===== src/rtl/alu_pkg.sv =====
// Shared ALU execute-path types: divider opcodes, divider issue FSM states and datapath width.
package alu_pkg;

  localparam int XLEN = 32;

  typedef enum logic [1:0] {
    OP_DIV  = 2'd0,
    OP_DIVU = 2'd1,
    OP_REM  = 2'd2,
    OP_REMU = 2'd3
  } div_op_e;

  typedef enum logic [1:0] {
    IDLE = 2'd0,
    ARM  = 2'd1,
    BUSY = 2'd2,
    DONE = 2'd3
  } div_state_e;

endpackage


===== src/rtl/div_issue_ctrl.sv =====
// Issue/complete sequencer in front of the iterative RV32M divider.
// Define DIV_REUSE_EN to keep the last completed division and answer a repeat of it without relaunching.
module div_issue_ctrl
  import alu_pkg::*;
#(
  parameter int XLEN = alu_pkg::XLEN,
  parameter int RD_W = 5
) (
  input  logic            clk_i,
  input  logic            reset_ni,
  input  logic            stall_i,
  input  logic            flush_i,
  input  logic            in_valid_i,
  output logic            in_ready_o,
  input  logic [1:0]      op_i,
  input  logic [XLEN-1:0] rs1_i,
  input  logic [XLEN-1:0] rs2_i,
  input  logic [RD_W-1:0] rd_i,
  output logic            out_valid_o,
  input  logic            out_ready_i,
  output logic [XLEN-1:0] result_o,
  output logic [RD_W-1:0] rd_o,
  output logic            div_start_o,
  output logic            div_sign_o,
  output logic            div_stall_o,
  output logic            div_flush_o,
  output logic [XLEN-1:0] div_dividend_o,
  output logic [XLEN-1:0] div_divisor_o,
  input  logic [XLEN-1:0] div_quotient_i,
  input  logic [XLEN-1:0] div_remainder_i,
  input  logic            div_valid_i
);

  // Handshakes: a transfer happens on a rising clk_i edge where valid & ready are both high
  // and neither stall_i nor flush_i is asserted; ready/valid themselves only reflect FSM state.

  div_state_e      state, state_d;
  div_op_e         op;
  logic            accept, capture, hit;
  logic            op_sign, op_rem;
  logic            sign_q, rem_q, flush_q;
  logic [XLEN-1:0] dividend_q, divisor_q, result_q, hit_result;
  logic [RD_W-1:0] rd_q;

  assign op      = div_op_e'(op_i);
  assign op_sign = (op == OP_DIV) || (op == OP_REM);
  assign op_rem  = (op == OP_REM) || (op == OP_REMU);

`ifdef DIV_REUSE_EN
  logic            reuse_valid, c_sign;
  logic [XLEN-1:0] c_rs1, c_rs2, c_quo, c_rem;

  // A DIV/REM pair on the same operands shares one divider run.
  assign hit        = reuse_valid && (rs1_i == c_rs1) && (rs2_i == c_rs2) && (op_sign == c_sign);
  assign hit_result = op_rem ? c_rem : c_quo;

  always_ff @(posedge clk_i) begin
    if (!reset_ni) begin
      reuse_valid <= 1'b0;
      c_sign      <= 1'b0;
      c_rs1       <= '0;
      c_rs2       <= '0;
      c_quo       <= '0;
      c_rem       <= '0;
    end else if (flush_i) begin
      reuse_valid <= 1'b0;
    end else if (capture) begin
      reuse_valid <= 1'b1;
      c_sign      <= sign_q;
      c_rs1       <= dividend_q;
      c_rs2       <= divisor_q;
      c_quo       <= div_quotient_i;
      c_rem       <= div_remainder_i;
    end
  end
`else
  assign hit        = 1'b0;
  assign hit_result = '0;
`endif

  always_comb begin
    state_d = state;
    accept  = 1'b0;
    capture = 1'b0;
    case (state)
      IDLE: if (in_valid_i) begin
        accept  = 1'b1;
        state_d = hit ? DONE : ARM;
      end
      // div_valid_i is still high from the divider's idle state; wait for it to drop.
      ARM:  if (!div_valid_i) state_d = BUSY;
      BUSY: if (div_valid_i) begin
        capture = 1'b1;
        state_d = DONE;
      end
      DONE: if (out_ready_i) state_d = IDLE;
      default: state_d = IDLE;
    endcase
    if (stall_i || flush_i) begin
      accept  = 1'b0;
      capture = 1'b0;
      state_d = flush_i ? IDLE : state;
    end
  end

  always_ff @(posedge clk_i) begin
    if (!reset_ni) begin
      state      <= IDLE;
      flush_q    <= 1'b0;
      sign_q     <= 1'b0;
      rem_q      <= 1'b0;
      dividend_q <= '0;
      divisor_q  <= '0;
      rd_q       <= '0;
      result_q   <= '0;
    end else begin
      state   <= state_d;
      flush_q <= flush_i;
      if (accept) begin
        dividend_q <= rs1_i;
        divisor_q  <= rs2_i;
        sign_q     <= op_sign;
        rem_q      <= op_rem;
        rd_q       <= rd_i;
        if (hit) result_q <= hit_result;
      end
      if (capture) result_q <= rem_q ? div_remainder_i : div_quotient_i;
    end
  end

  assign in_ready_o     = (state == IDLE);
  assign out_valid_o    = (state == DONE);
  assign div_start_o    = (state == ARM) || (state == BUSY);
  assign div_sign_o     = sign_q;
  assign div_stall_o    = stall_i;
  assign div_flush_o    = flush_q;
  assign div_dividend_o = dividend_q;
  assign div_divisor_o  = divisor_q;
  assign result_o       = result_q;
  assign rd_o           = rd_q;

endmodule

===== config.mk =====
export PLATFORM = sky130hd
export DESIGN_NAME = div_issue_ctrl
export DESIGN_NICKNAME = d
export VERILOG_FILES = /design/src/rtl/alu_pkg.sv /design/src/rtl/div_issue_ctrl.sv
export SDC_FILE = /design/constraint.sdc
export NUM_CORES = 1
export LEC_CHECK = 0
export ABC_AREA = 1
export CORE_UTILIZATION = 42
export CTS_BUF_LIST = sky130_fd_sc_hd__clkbuf_4
export DETAILED_ROUTE_END_ITERATION = 16
export HOLD_SLACK_MARGIN = 0.02
export PLACE_DENSITY = 0.91
export SLEW_MARGIN = 20
export SYNTH_ARGS = -nofsm -noshare
export SYNTH_HDL_FRONTEND = slang
export SYNTH_SLANG_ARGS = --single-unit
export TNS_END_PERCENT = 50

===== constraint.sdc =====
create_clock -name clk_i -period 2.4 [get_ports clk_i]
set_input_delay 0.48 -clock clk_i [delete_from_list [all_inputs] [get_ports clk_i]]
set_output_delay 0.48 -clock clk_i [all_outputs]
set_load 0.05 [all_outputs]

==> impl_results.md <==
* HP Class: register to register
* Worst skew pair latency at 460 ps
* Share of cells above drive strength 1 at 0.0401
* First-pass GRT wire length at 18.8 mm
* Crit path DAT at 1800 ps
* Die width at 103 microns
* Psw at 1100 uW
* Final Power at 3660 uW
* Initial antenna violation count at 0
* Fmax at 0.438 GHz
* Worst setup SP type: register
* Fill cell count at 790
* Number of flops mapped to enable cells by yosys at 0
* Ys flop type: dfxtp_1
* Max Cap Viol at 0
* Clk buf depth at 2
* Max VDD drop at 0.000242 V
* Nets@finish at 964
* Core Area at 9820 sq um
* Gpl congestion at 0.750
* Via Count at 4569
* Clock skew at 29.7 ps
* Tcrit/Tclk final at 0.952
* Grt total ovfl at 0
* Finished Core Util at 0.706
* Cell Int Power at 2550 uW
* Synth area leader: dfxtp_1
* Die Y at 103 microns
* Post-Synth Adder-Cell Area at 0.0146
* Cell family with most CP delay: buffers and inverters
* Routed wire length at 12.8 mm
* Largest net degree at the start of global routing at 75
* CP Capture Type: output pin
* Root Buffer: clkbuf_4
* Total of warnings raised by yosys at 0
* Hold Violations, Final at 0
* Synth async-reset ratio at 0
* Crit Path Class: register to output pin
* Lkg Pwr at 0.00268 uW
* Register area share after synthesis at 0.495
* Reg clk slew, reported paths at 160 ps
* Post-Synth XOR/XNOR Area at 0
* Minimum clock period at 2280 ps
* Synth top cells by count: nor2_1 (205), o21ai_0 (121), dfxtp_1 (106)
* Post-route cell area at 6930 sq um
* Post-synthesis mux area share at 0
* Worst endpoint required time at 1920 ps
* Yosys top cell area share at 0.495
* Flop pwr share at 0.511
* Antenna Nets Post-Route at 0
* Relative slew margins at 0.534
* Main area contributors after synthesis: dfxtp_1 (50%), nor2_1 (18%), o21ai_0 (14%), inv_1 (3.7%), nand2_1 (3.7%)
* DR WL/cell at 13.4 microns
* Diode count at 0
* Gate Count Post-Synth at 589
* CP bufs+invs at 2
* Synth Area in Compound Gates at 0.162
* Mapped Nets at 736
* Final cell count without fillers at 955
* Synth Area in Simple Gates at 0.233
* Largest family of logic cells by synthesized area: simple AND/OR/NAND/NOR gates
* Slew @ Worst Pin at 700 ps
* Net Sw Frac at 0.302
* Crit-path slowest cell: clkdlybuf4s15_1
* Cell Chain, Critical Path: inv_1, ha_1, clkdlybuf4s15_1
* Pwr Density at 527 nW/um^2
* IO Count at 249
* TritonCTS clock tree: yes
* Crit path largest cell delay at 510 ps
* Post-CTS Setup Bufs at 0
* Worst-path fanout max at 4
* Hold_buf cts at 0
* Cell row count at 36
* RSZ-0062 raised after global routing: false
* Status: completed
* Placed Cells at 939
* Clock power share at 0.262
* Die area at 10600 sq um
* CTS Buf Count at 9
* Hpwl dp at 9.90 mm
* Post-Synthesis Cell Area at 4280 sq um
* Initial Utilization at 0.436
* Vias in the first global route at 4258
* Total track usage at 0.231
* Aggregate negative setup slack at 0 ps
* Count leader, synth: nor2_1
* Dpl cell area at 6790 sq um
* PortBufs at 248
* DR vias/cell at 4.78
* Combinational Power Share at 0.227
* Syn-to-layout area delta at 61.9%
* Synth Register Bits at 106
* # setup viols final at 0
* DRC at 0
* Distinct cell type count after synthesis at 21
* Drt first pass iters at 4
* Fin. max-slew vios at 0
* 1st-iter DRT viols at 90
* Post-synthesis average cell area at 7.27 sq um
* Clk sink count at 106
* H-tree depth at 3
[placed cells by master (no fill, tap or decap)]
cell	netlist	layout
clkdlybuf4s50_1	0	243
nor2_1	205	205
o21ai_0	121	121
dfxtp_1	106	105
inv_1	42	42
nand2_1	42	42
o21ai_1	14	14
clkbuf_4	0	9
buf_4	3	6
nand3_1	5	5
ha_1	5	5
a21oi_1	4	4
buf_12	0	3
inv_8	0	2
clkinv_4	0	2
dlygate4sd2_1	0	2
nor2_4	1	1
nand3_4	1	1
inv_4	1	1
nand3_2	1	1
inv_2	1	1
or2_2	1	1
inv_6	0	1
clkinv_2	0	1
bufinv_16	0	1
buf_2	4	1
clkdlybuf4s15_1	0	1
dfxtp_2	0	1
[registers in the layout (all words and copies together), names as in the netlist]
register,flops
result_o,32
div_flush_o,1
div_sign_o,1
state,2
div_dividend_o,32
div_divisor_o,32
rd_o,5
rem_q,1
[path summary, 6_finish.rpt]
check                                  start                end  slack (ps)  cells past startpoint
worst max-delay path                state[0]        div_start_o         120                      3
worst min-delay path            result_o[31]       result_o[31]         500                      2
worst max register to register      state[0]  div_divisor_o[12]         650                      6
worst min register to register  result_o[31]       result_o[31]         500                      2
[metal layers]
metal  up-vias  track usage  share of wire
li1       2301            -              -
met1      2054        0.226           0.37
met2       184        0.433           0.51
met3        30       0.0719          0.089
met4         0        0.119          0.032
met5         -            0              0
[kinds of logic after synthesis]
logic type,Yosys count
simple gates,256
compound gates,139
flops,106
buf+inv,83
fa+ha+maj,5
[power groups by stage]
stage / clock network [uW] / logic [uW] / registers, uW
2_1_floorplan: 0 / 222 / 2110
3_3_place_gp: 0 / 816 / 1900
3_5_place_dp: 0 / 834 / 1910
4_1_cts: 985 / 836 / 1870
5_1_grt: 1060 / 897 / 1880
6_report: 958 / 831 / 1870
[final cells by class]
class | instances | area [sq um] | area share
multi-input cells | 400 | 1760 | 0.253
flip-flops and latches | 106 | 2120 | 0.306
inverters | 44 | 168 | 0.0242
repair buffers | 256 | 2570 | 0.371
clock inverters | 7 | 83.8 | 0.0121
well taps | 133 | 166 | 0.0240
clock buffers | 9 | 67.6 | 0.00974
[worst reg2reg max path: stages (launching register included)]
cell	delay (ps)
dfxtp_1	430
inv_1	100
ha_1	280
nand3_4	120
buf_4	420
o21ai_0	230
nor2_1	120
[through the flow]
stage,hold slack [ps],setup WS (ps)
global route,500,23.7
global placement,462,382
floorplan,486,746
CTS,463,67.2
detailed placement,473,263
finish,498,116
[what timing repair did]
item                                    4_1_cts  5_1_grt
cloned                                        0        0
endpoints found under the setup margin        3        1
endpoints found under the hold margin         0        0
resized for setup                             3        1
Power figures use the tool's default switching activity.
